--- src/rtl/axi4_lite_pkg.sv ---
// Shared AXI4-Lite widths and skid-buffer state type for the PicoRV32 bus slice.
// Pure declarations: no latency and no backpressure of its own.
package axi4_lite_pkg;

    localparam int AXI_ADDR_W = 32;
    localparam int AXI_DATA_W = 32;
    localparam int AXI_STRB_W = 4;
    localparam int AXI_PROT_W = 3;

    localparam int AX_PAYLOAD_W = AXI_ADDR_W + AXI_PROT_W;
    localparam int W_PAYLOAD_W  = AXI_DATA_W + AXI_STRB_W;
    localparam int R_PAYLOAD_W  = AXI_DATA_W;
    // B carries no response field; one constant bit keeps the buffer generic
    localparam int B_PAYLOAD_W  = 1;

    typedef enum logic [1:0] {
        SKID_EMPTY = 2'd0,
        SKID_ONE   = 2'd1,
        SKID_TWO   = 2'd2
    } skid_state_e;

endpackage

--- src/rtl/axi_skid_buffer.sv ---
// Two-entry valid/ready skid buffer: one cycle forward latency, full throughput, or a plain wire when BYPASS.
// Backpressure: in_ready is registered and drops only once the skid entry holds a beat.
module axi_skid_buffer
    import axi4_lite_pkg::*;
#(
    parameter int WIDTH  = 1,
    parameter bit BYPASS = 1'b0
) (
    input  logic             clk,
    input  logic             reset,
    input  logic             in_valid,
    output logic             in_ready,
    input  logic [WIDTH-1:0] in_data,
    output logic             out_valid,
    input  logic             out_ready,
    output logic [WIDTH-1:0] out_data
);

    generate
        if (BYPASS) begin : g_bypass
            assign out_valid = in_valid;
            assign out_data  = in_data;
            assign in_ready  = out_ready;

            logic unused_clk_rst;
            assign unused_clk_rst = clk ^ reset;
        end else begin : g_skid
            skid_state_e      state_q, state_d;
            logic             in_ready_q;
            logic [WIDTH-1:0] main_q, skid_q;
            logic             in_fire, out_fire;
            logic             load_main_in, load_main_skid, load_skid;

            assign in_fire  = in_valid && in_ready_q;
            assign out_fire = (state_q != SKID_EMPTY) && out_ready;

            always_ff @(posedge clk) begin
                if (reset) begin
                    state_q    <= SKID_EMPTY;
                    in_ready_q <= 1'b0;
                end else begin
                    state_q    <= state_d;
                    in_ready_q <= (state_d != SKID_TWO);
                end
            end

            always_comb begin
                state_d        = state_q;
                load_main_in   = 1'b0;
                load_main_skid = 1'b0;
                load_skid      = 1'b0;
                case (state_q)
                    SKID_EMPTY: begin
                        if (in_fire) begin
                            state_d      = SKID_ONE;
                            load_main_in = 1'b1;
                        end
                    end
                    SKID_ONE: begin
                        if (in_fire && out_fire) begin
                            load_main_in = 1'b1;
                        end else if (in_fire) begin
                            // downstream stalled in the same cycle: park the new beat
                            state_d   = SKID_TWO;
                            load_skid = 1'b1;
                        end else if (out_fire) begin
                            state_d = SKID_EMPTY;
                        end
                    end
                    SKID_TWO: begin
                        if (out_fire) begin
                            state_d        = SKID_ONE;
                            load_main_skid = 1'b1;
                        end
                    end
                    default: state_d = SKID_EMPTY;
                endcase
            end

            // payload registers carry no reset; valid qualifies them
            always_ff @(posedge clk) begin
                if (load_main_in) begin
                    main_q <= in_data;
                end else if (load_main_skid) begin
                    main_q <= skid_q;
                end
                if (load_skid) begin
                    skid_q <= in_data;
                end
            end

            assign in_ready  = in_ready_q;
            assign out_valid = (state_q != SKID_EMPTY);
            assign out_data  = main_q;
        end
    endgenerate

endmodule

--- src/rtl/axi4_lite_reg_slice.sv ---
// AXI4-Lite register slice between picorv32_axi and its slave: one cycle per enabled channel, 1 beat/cycle.
// Backpressure: each channel has its own skid buffer, so no ready or valid path crosses the slice combinationally.
module axi4_lite_reg_slice
    import axi4_lite_pkg::*;
#(
    parameter bit REG_AW = 1'b1,
    parameter bit REG_W  = 1'b1,
    parameter bit REG_B  = 1'b1,
    parameter bit REG_AR = 1'b1,
    parameter bit REG_R  = 1'b1
) (
    input  logic                  clk,
    input  logic                  reset,

    input  logic                  s_mem_axi_awvalid,
    output logic                  s_mem_axi_awready,
    input  logic [AXI_ADDR_W-1:0] s_mem_axi_awaddr,
    input  logic [AXI_PROT_W-1:0] s_mem_axi_awprot,
    input  logic                  s_mem_axi_wvalid,
    output logic                  s_mem_axi_wready,
    input  logic [AXI_DATA_W-1:0] s_mem_axi_wdata,
    input  logic [AXI_STRB_W-1:0] s_mem_axi_wstrb,
    output logic                  s_mem_axi_bvalid,
    input  logic                  s_mem_axi_bready,
    input  logic                  s_mem_axi_arvalid,
    output logic                  s_mem_axi_arready,
    input  logic [AXI_ADDR_W-1:0] s_mem_axi_araddr,
    input  logic [AXI_PROT_W-1:0] s_mem_axi_arprot,
    output logic                  s_mem_axi_rvalid,
    input  logic                  s_mem_axi_rready,
    output logic [AXI_DATA_W-1:0] s_mem_axi_rdata,

    output logic                  m_mem_axi_awvalid,
    input  logic                  m_mem_axi_awready,
    output logic [AXI_ADDR_W-1:0] m_mem_axi_awaddr,
    output logic [AXI_PROT_W-1:0] m_mem_axi_awprot,
    output logic                  m_mem_axi_wvalid,
    input  logic                  m_mem_axi_wready,
    output logic [AXI_DATA_W-1:0] m_mem_axi_wdata,
    output logic [AXI_STRB_W-1:0] m_mem_axi_wstrb,
    input  logic                  m_mem_axi_bvalid,
    output logic                  m_mem_axi_bready,
    output logic                  m_mem_axi_arvalid,
    input  logic                  m_mem_axi_arready,
    output logic [AXI_ADDR_W-1:0] m_mem_axi_araddr,
    output logic [AXI_PROT_W-1:0] m_mem_axi_arprot,
    input  logic                  m_mem_axi_rvalid,
    output logic                  m_mem_axi_rready,
    input  logic [AXI_DATA_W-1:0] m_mem_axi_rdata
);

    logic [B_PAYLOAD_W-1:0] b_dat_unused;

    axi_skid_buffer #(.WIDTH(AX_PAYLOAD_W), .BYPASS(!REG_AW)) u_aw (
        .clk       (clk),
        .reset     (reset),
        .in_valid  (s_mem_axi_awvalid),
        .in_ready  (s_mem_axi_awready),
        .in_data   ({s_mem_axi_awaddr, s_mem_axi_awprot}),
        .out_valid (m_mem_axi_awvalid),
        .out_ready (m_mem_axi_awready),
        .out_data  ({m_mem_axi_awaddr, m_mem_axi_awprot})
    );

    axi_skid_buffer #(.WIDTH(W_PAYLOAD_W), .BYPASS(!REG_W)) u_w (
        .clk       (clk),
        .reset     (reset),
        .in_valid  (s_mem_axi_wvalid),
        .in_ready  (s_mem_axi_wready),
        .in_data   ({s_mem_axi_wdata, s_mem_axi_wstrb}),
        .out_valid (m_mem_axi_wvalid),
        .out_ready (m_mem_axi_wready),
        .out_data  ({m_mem_axi_wdata, m_mem_axi_wstrb})
    );

    axi_skid_buffer #(.WIDTH(B_PAYLOAD_W), .BYPASS(!REG_B)) u_b (
        .clk       (clk),
        .reset     (reset),
        .in_valid  (m_mem_axi_bvalid),
        .in_ready  (m_mem_axi_bready),
        .in_data   ({B_PAYLOAD_W{1'b0}}),
        .out_valid (s_mem_axi_bvalid),
        .out_ready (s_mem_axi_bready),
        .out_data  (b_dat_unused)
    );

    axi_skid_buffer #(.WIDTH(AX_PAYLOAD_W), .BYPASS(!REG_AR)) u_ar (
        .clk       (clk),
        .reset     (reset),
        .in_valid  (s_mem_axi_arvalid),
        .in_ready  (s_mem_axi_arready),
        .in_data   ({s_mem_axi_araddr, s_mem_axi_arprot}),
        .out_valid (m_mem_axi_arvalid),
        .out_ready (m_mem_axi_arready),
        .out_data  ({m_mem_axi_araddr, m_mem_axi_arprot})
    );

    axi_skid_buffer #(.WIDTH(R_PAYLOAD_W), .BYPASS(!REG_R)) u_r (
        .clk       (clk),
        .reset     (reset),
        .in_valid  (m_mem_axi_rvalid),
        .in_ready  (m_mem_axi_rready),
        .in_data   (m_mem_axi_rdata),
        .out_valid (s_mem_axi_rvalid),
        .out_ready (s_mem_axi_rready),
        .out_data  (s_mem_axi_rdata)
    );

endmodule

--- config.mk ---
export PLATFORM = sky130hd
export DESIGN_NAME = axi4_lite_reg_slice
export DESIGN_NICKNAME = d
export VERILOG_FILES = /design/src/rtl/axi4_lite_pkg.sv /design/src/rtl/axi_skid_buffer.sv /design/src/rtl/axi4_lite_reg_slice.sv
export SDC_FILE = /design/constraint.sdc
export NUM_CORES = 1
export LEC_CHECK = 0
export BUFFER_PORTS_ARGS = -buffer_cell sky130_fd_sc_hd__buf_4
export CORE_ASPECT_RATIO = 1.25
export CORE_MARGIN = 3
export CORE_UTILIZATION = 30
export DETAILED_ROUTE_END_ITERATION = 16
export GPL_ROUTABILITY_DRIVEN = 0
export PLACE_DENSITY = 0.64
export SYNTH_ARGS = -nofsm -noshare
export SYNTH_HDL_FRONTEND = slang
export SYNTH_SLANG_ARGS = --single-unit
--- constraint.sdc ---
create_clock -name clk -period 4 [get_ports clk]
set_input_delay 0.4 -clock clk [delete_from_list [all_inputs] [get_ports clk]]
set_output_delay 0.4 -clock clk [all_outputs]
set_load 0.01 [all_outputs]
After elaboration in Yosys (flattened, before gate mapping)
Cells that the tools add are included.
{ "word_totals": {"regBits": 291, "inputBits": 150, "out_inout_bits": 148, "word_cells": 128} }
{ "classes": {"n_eq_ne": 15, "muxes": 66, "reduce_logical": 29} }
{ "op_table": {"columns": ["operator", "count"], "rows": [
  ["$mux W35", 4],
  ["$mux W36", 2],
  ["$mux W32", 2],
  ["$mux W2", 25],
  ["$pmux W2 S3", 5],
  ["$mux W1", 24],
  ["$reduce_bool A2 Y1", 9],
  ["$logic_and A1 B1 Y1", 15],
  ["$eq A2 B1 Y1 const B", 5],
  ["$eq A2 B2 Y1 const B", 5],
  ["$logic_not A2 Y1", 5],
  ["$ne A2 B2 Y1 const B", 5],
  ["$pmux W1 S2", 4]
]} }

Longest topological paths before layout
Gate-level depths: netlist of run 1.
{ "depth": {"depth_word": 7, "ltp_mapped": 4, "mapped_depth_nobuf": 3} }

Cells and area by module
From an unflattened synthesis of run 1, not the netlist that was laid out.
{ "hier_totals": {"cells_unflattened": 527, "area_unflattened_um2": 11193.2} }
{ "by_module_without_submodules": {"columns": ["mod", "n_inst", "cells_per_inst", "area_per_inst_um2", "seq_area_each_um2"], "rows": [
  ["axi_skid_buffer at u_ar ...", 2, 128, 2840.2, 2162.1],
  ["axi_skid_buffer at u_w", 1, 130, 2777.7, 2222.1],
  ["axi_skid_buffer at u_r", 1, 118, 2492.4, 1981.9],
  ["axi_skid_buffer at u_b", 1, 22, 239.0, 120.1],
  ["axi4_lite_reg_slice", 1, 1, 3.8, 0.0]
]} }

Worst setup path before layout of run 1
No wires, ideal clock.
{ "synth_path": {"path_type": "register to register", "startpoint": "reg u_ar.g_skid.in_ready_q (netlist: u_ar.in_ready)", "endpoint": "reg u_ar.g_skid.skid_q[0], enable pin", "setup_time_ps": 515, "t_arrival_ps": 3877, "required_ps": 3485, "slack_ps": -392, "stages_incl_launch_ff": 3, "path_buffers": 0, "period_less_slack_ps": 4392, "path_cell_list": "dfxtp_1 -> nand2_1 -> nor4_1"} }
{ "synth_between": {"elab_chain_len": 4, "elab_cells_between_ends": 5, "cone_classes": "mux (3); reduce/logical (2)"} }
{ "synth_lines": {"columns": ["element", "line_no", "source"], "rows": [
  ["from (decl)", "axi_skid_buffer.sv:29", "logic in_ready_q;"],
  ["from (signal assigned)", "axi_skid_buffer.sv:43", "in_ready_q <= (state_d != SKID_TWO);"],
  ["$logic_and A1 B1 Y1 *", "axi_skid_buffer.sv:34", "assign in_fire = in_valid && in_ready_q;"],
  ["$mux W1 or $logic_and A1 B1 Y1 (tied branches)", "axi_skid_buffer.sv:62, axi_skid_buffer.sv:60", null],
  ["$mux W1 *", "axi_skid_buffer.sv:60", "if (in_fire && out_fire) begin"],
  ["$mux W1 *", "axi_skid_buffer.sv:52", "case (state_q)"],
  ["net u_ar.g_skid.load_skid", "axi_skid_buffer.sv:32", "logic load_main_in, load_main_skid, load_skid;"],
  ["to (signal assigned)", "axi_skid_buffer.sv:88", "skid_q <= in_data;"],
  ["to (decl)", "axi_skid_buffer.sv:30", "logic [WIDTH-1:0] main_q, skid_q;"]
]} }
Mark *: on every way through the listed nets, which the timed path passes. The rest lies on a longest branch.
A chain may end at the register's enable or synchronous reset.

Final worst setup path of run 1
{ "layout_path": {"startpoint": "reg u_aw.g_skid.state_q[0]", "endpoint": "reg u_aw.g_skid.main_q[27] (netlist: u_aw.out_data[27]), enable pin"} }
{ "layout_between": {"elab_chain_len": 6, "elab_cells_between_ends": 11, "cone_classes": "eq/ne (2); mux (4); reduce/logical (5)"} }
{ "layout_lines": {"columns": ["element", "line_no", "source"], "rows": [
  ["from (decl)", "axi_skid_buffer.sv:28", "skid_state_e state_q, state_d;"],
  ["from (signal assigned)", "axi_skid_buffer.sv:42", "state_q <= state_d;"],
  ["$reduce_bool A2 Y1", "axi_skid_buffer.sv:35", "assign out_fire = (state_q != SKID_EMPTY) && out_ready;"],
  ["$logic_and A1 B1 Y1", "axi_skid_buffer.sv:35", null],
  ["$logic_and A1 B1 Y1", "axi_skid_buffer.sv:60", null],
  ["$mux W1", "axi_skid_buffer.sv:60", null],
  ["$pmux W1 S2", "axi_skid_buffer.sv:52", null],
  ["$reduce_bool A2 Y1 (no source line) *", null, null],
  ["to (signal assigned)", "axi_skid_buffer.sv:83", "main_q <= in_data;"],
  ["to (signal assigned)", "axi_skid_buffer.sv:85", "main_q <= skid_q;"],
  ["to (decl)", "axi_skid_buffer.sv:30", null]
]} }
Mark *: on every way between the ends. The rest lies on a longest branch, timed or not.

==> metrics, run 1 <==
clk_skew around 0.017 ns; leakage power 0.005401 uW; Slew Limit Fails 0; Synth Warn # 0; Total GRT Usage 0.1168; Synth top area share 0.7710; PortBufs around 300; Async S/R FF share, synth 0; CTS root buf clkbuf_16; # fillers 3117; Power per Cell Area about 460 nW/um2; crit start category flop; pin count of the biggest net entering global routing 37; CTS buffer count 29; router iterations before antenna repair 4; WP buf/inv 1; Ports 298; initial antenna violation count 1; Synth Net Count approximately 670; HPWL Detailed about 16000 um; CP Max Fanout 36; clk slew on worst S/H paths 0.07 ns; post-synthesis sequential area ratio 0.7990; final setup fails 0; Worst-Margin Slew 0.9938 ns; Peak VDD IR 358.9 uV; most area-consuming cells after synthesis edfxtp_1 77%, mux2_2 14%, dfxtp_1 2.8%; DRC Markers 0; die height 217.6 um; Placed Area 13590 um2; drt total wl around 23000 um; cell row count 76; vias in the first global route 6275; Worst Path Arrival roughly 2.5 ns; post-synthesis average cell area about 21 um2; status finished, final reports clean; vias 5946; PostCTS Resize Cnt 0; CP cell instances nor2b_1, nor3_4, buf_4, a31o_2; core box area around 35000 um2; multi-input logic area approximately 2100 um2; relative slew slack 0.3350; RSZ-0062 raised after global routing no; WS Path Type reg2reg; # Max-Cap Violations 0; # H-tree levels 1; full die area 38150 um2; Vias/cell about 4.4; EDFF count, synth ~280; Register Area approximately 8600 um2; clk sinks roughly 290; wire per inst between 15 and 20 um; Area Growth Syn to Fin 38.02%; final period utilization 0.5842; CTS tree yes; Detailed Route Iter0 Violations 330; Initial Utilization 0.3080; commonest non-fill, non-tap cell in the layout buf_4; Worst Hold Class in2reg; post-layout min period roughly 2.3 ns; Final TNS setup 0 ns; first-pass GRT wire length about 35000 um; hold_buf cts 25; Unique masters post-synth 30; Syn Inst Count 517; setup repair bufs after CTS 0; f_max approximately 430 MHz; diodes inserted 0; Clk Latency, worst-skew pair 0.55 ns; slowest cell on the critical path a31o_2; CTS Buffer Depth 3; Fin. Hold Viols 0; Worst Setup End Kind flop; Antenna Nets Post-Route 0; Crit path required time 4.17 ns; post-route cell area about 15000 um2; Final #Nets roughly 1.0k; commonest cells after routing, fill and taps aside 306 x buf_4, 276 x edfxtp_1, 131 x mux2_2; CP delay by family, top compound AO/OA/AOI/OAI gates; fin util 0.4251; total grt overflow 0; Syn Std Cell Area 10750 um2; Top FF cell, synth edfxtp_1; crit-path max cell delay ~0.82 ns; flops & latches, synth 291; post-synth top area cell edfxtp_1; DIE WIDTH 175.3 um; share of layout cells above drive strength 1 0.5619
## kinds of logic after synthesis
logic type      Yosys count  share of synthesized area
flops                   291                     0.7990
mux                     140                     0.1464
simple gates             54                    0.03399
buf+inv                  17                    0.01117
compound gates           15                   0.009429
## state kept, by name, summed over array words and instances, names as in the netlist
name                 flops
u_ar.g_skid.skid_q      35
u_ar.g_skid.state_q      2
u_ar.in_ready            1
u_ar.out_data           35
u_aw.g_skid.skid_q      35
u_aw.g_skid.state_q      2
u_aw.in_ready            1
u_aw.out_data           35
u_b.g_skid.state_q       2
u_b.in_ready             1
u_r.g_skid.skid_q       32
u_r.g_skid.state_q       2
u_r.in_ready             1
u_r.out_data            32
u_w.g_skid.skid_q       36
u_w.g_skid.state_q       2
u_w.in_ready             1
u_w.out_data            36
## worst paths after layout
| check | from | endpoint | slack, ns | cells after the start |
|---|---|---|---|---|
| max | u_aw.g_skid.state_q[0] | u_aw.out_data[27] | 1.66 | 4 |
| min | s_mem_axi_awaddr[5] | u_aw.g_skid.skid_q[8] | 0.04 | 1 |
| max reg2reg | u_aw.g_skid.state_q[0] | u_aw.out_data[27] | 1.66 | 4 |
| min reg2reg | u_w.g_skid.skid_q[34] | u_w.out_data[34] | 0.53 | 1 |
## metrics by stage
| step | worst slack, ns | hold WS [ns] | cells | total power (uW) |
|---|---|---|---|---|
| floorplan | 0.2750 | 0.4716 | 517 | 3773 |
| CTS | 1.594 | 0.0002051 | 1356 | 6972 |
| finish | 1.663 | 0.03647 | 1356 | 6865 |
| detailed placement | 1.513 | 0.5185 | 1278 | 4087 |
| global placement | 1.525 | 0.5051 | 1278 | 4077 |
| global route | 1.488 | 0.005666 | 1356 | 7123 |
## layer usage
layer,vias up,part of all wire,global-route usage
met5,-,0.00051,0
met4,2,0.030,0.04337
met3,47,0.088,0.03797
met2,218,0.50,0.2024
met1,2930,0.38,0.1350
li1,2749,-,-
## Yosys cell counts, types with 3 or more instances
| cell type | number |
|---|---|
| edfxtp_1 | 276 |
| mux2_2 | 131 |
| dfxtp_1 | 15 |
| buf_4 | 9 |
| nor2b_1 | 8 |
| mux2_1 | 7 |
| nor4_1 | 6 |
| or2_2 | 6 |
| a21oi_1 | 5 |
| nand2_1 | 5 |
| nor3_1 | 5 |
| inv_1 | 4 |
| nand2b_1 | 4 |
| nand4b_1 | 4 |
| nor2_1 | 4 |
| nor3b_1 | 4 |
| a21boi_0 | 3 |
| a31o_2 | 3 |
| buf_6 | 3 |
| nor3_4 | 3 |
## cell type report
class | count | area share
flip-flops and latches | 291 | 0.5789
repair buffers | 331 | 0.1717
multi-input cells | 209 | 0.1418
clock buffers | 39 | 0.05347
well taps | 468 | 0.03947
clock inverters | 14 | 0.01366
inverters | 4 | 0.001012
## power by group
part | total (uW) | switching, uW | internal (uW)
combinational | 545 | 248 | 296
clock | 2830 | 1120 | 1710
sequential | 3490 | 34.6 | 3450
total | 6860 | 1400 | 5460
Note: power is estimated with default switching activity, not from simulation.
==> run 2: changes to the inputs <==
PLACE_DENSITY = 0.62   (was 0.64)
clock period = 2.4 ns   (was 4 ns; I/O delays follow)
==> metrics, run 2 (synthesis gave the netlist of run 1 again) <==
drt total wl 24900 um (was 23440 um); Worst Path Arrival 2.07 ns (was 2.50 ns); Ports 298 (unchanged); Setup WS post-layout 0.6200 ns (was 1.663 ns); PostCTS Resize Cnt 0 (unchanged); Vias/cell 4.338 (was 4.385); Fin. Hold Viols 0 (unchanged); crit start category flop (unchanged); DRC Markers 0 (unchanged); wire per inst 16.85 um (was 17.29 um); relative slew slack 0.6630 (was 0.3350); status finished, final reports clean (unchanged); # fillers 2972 (was 3117); Worst Hold Class in2reg (unchanged); die height 217.6 um (unchanged); first-pass GRT wire length 38490 um (was 35330 um); Clk Latency, worst-skew pair 0.55 ns (about the same); HPWL Detailed 16270 um (was 16140 um); post-route cell area 16140 um2 (was 14840 um2); Final #Nets 1139 (was 1016); final setup fails 0 (unchanged); Power per Cell Area 720.4 nW/um2 (was 462.7 nW/um2); commonest non-fill, non-tap cell in the layout buf_4 (unchanged); Worst-Margin Slew 0.5055 ns (was 0.9938 ns); Placed Area 13720 um2 (was 13590 um2); core box area 34900 um2 (unchanged); # Max-Cap Violations 0 (unchanged); Antenna Nets Post-Route 0 (unchanged); CTS root buf clkbuf_16 (unchanged); share of layout cells above drive strength 1 0.4990 (was 0.5619); WS Path Type reg2reg (unchanged); clk_skew 0.01696 ns (was 0.01705 ns); Total GRT Usage 0.1262 (was 0.1168); Area Growth Syn to Fin 50.13% (was 38.02%); router iterations before antenna repair 4 (unchanged); RSZ-0062 raised after global routing no (unchanged); Register Area 8588 um2 (unchanged); slowest cell on the critical path dfxtp_1 (was a31o_2); CTS tree yes (unchanged); vias 6411 (was 5946); CTS buffer count 29 (unchanged); crit-path max cell delay 0.36 ns (was 0.82 ns); diodes inserted 0 (unchanged); full die area 38150 um2 (unchanged); Peak VDD IR 573.8 uV (was 358.9 uV); CP cell instances nand2_1, nor3_4, buf_12, mux2_2 (was nor2b_1, nor3_4, buf_4, a31o_2); commonest cells after routing, fill and taps aside 304 x buf_4, 276 x edfxtp_1, 143 x dlygate4sd3_1 (was 306 x buf_4, 276 x edfxtp_1, 131 x mux2_2); initial antenna violation count 0 (was 1); Detailed Route Iter0 Violations 282 (was 330); Slew Limit Fails 0 (unchanged); Worst Setup End Kind flop (unchanged); # H-tree levels 1 (unchanged); post-layout min period 1.780 ns (was 2.337 ns); pin count of the biggest net entering global routing 37 (unchanged); PortBufs 297 (unchanged); Final TNS setup 0 ns (unchanged); total power draw 11630 uW (was 6865 uW); leakage power 0.005947 uW (was 0.005401 uW); DIE WIDTH 175.3 um (unchanged); multi-input logic area 2105 um2 (was 2103 um2); total grt overflow 0 (unchanged); CP Max Fanout 31 (was 36); vias in the first global route 6881 (was 6275); pre-CTS WS 0.6469 ns (was 1.513 ns); clk slew on worst S/H paths 0.06 ns (was 0.07 ns); f_max 561.8 MHz (was 427.9 MHz); Crit path required time 2.69 ns (was 4.17 ns); setup repair bufs after CTS 0 (unchanged); cell row count 76 (unchanged); clk sinks 291 (unchanged); Initial Utilization 0.3080 (unchanged); final period utilization 0.7417 (was 0.5842); CTS Buffer Depth 3 (unchanged)
==> run 2: cell type report <==
type                    instances  area share
clock inverters                21     0.01597
clock buffers                  31     0.04543
flip-flops and latches        291      0.5322
repair buffers                454      0.2388
multi-input cells             209      0.1304
well taps                     468     0.03628
inverters                       4   0.0009304
==> run 2: per-stage QoR <==
stage          cells  utilization  hold WS (ns)
2_1_floorplan    517            -        0.3116
3_3_place_gp    1283       0.3930        0.4267
3_5_place_dp    1283       0.3930        0.4269
4_1_cts         1478       0.4624       0.01143
5_1_grt         1478       0.4624       0.03689
6_report        1478       0.4624       0.03556
==> run 2: path summary, 6_finish.rpt <==
path	start	to	slack, ns	cells after the start
max reg2reg	u_aw.in_ready	u_aw.out_data[12]	0.62	4
max	u_aw.in_ready	u_aw.out_data[12]	0.62	4
min	reset	u_ar.g_skid.state_q[1]	0.04	2
min reg2reg	u_w.g_skid.skid_q[8]	u_w.out_data[8]	0.53	1
==> run 2: what timing repair did <==
| action | in CTS | in global routing |
|---|---|---|
| setup endpoints to repair | 0 | 0 |
| hold endpoints to repair | 279 | 0 |
| hold buffers | 143 | 0 |
==> run 2: layer usage <==
| layer | vias up | share of wire | global-route usage |
|---|---|---|---|
| li1 | 3002 | - | - |
| met1 | 3163 | 0.39 | 0.1494 |
| met2 | 209 | 0.52 | 0.2230 |
| met3 | 37 | 0.075 | 0.03413 |
| met4 | 0 | 0.024 | 0.03991 |
| met5 | - | 0 | 0 |
==> run 2: power breakdown <==
| part | leakage [uW] | internal (uW) | switching [uW] | total (uW) |
|---|---|---|---|---|
| clock network | 0.000486 | 2840 | 1870 | 4710 |
| registers | 0.00266 | 5750 | 60.2 | 5810 |
| logic | 0.00280 | 644 | 459 | 1100 |
| total | 0.00595 | 9240 | 2390 | 11600 |
==> run 2: critical path, delay by kind of cell (launching register included) <==
family / cells / cell delay, ns
buffers and inverters: 1 / 0.26
flip-flops: 1 / 0.36
multiplexers: 1 / 0.36
AND/OR/NAND/NOR: 2 / 0.53
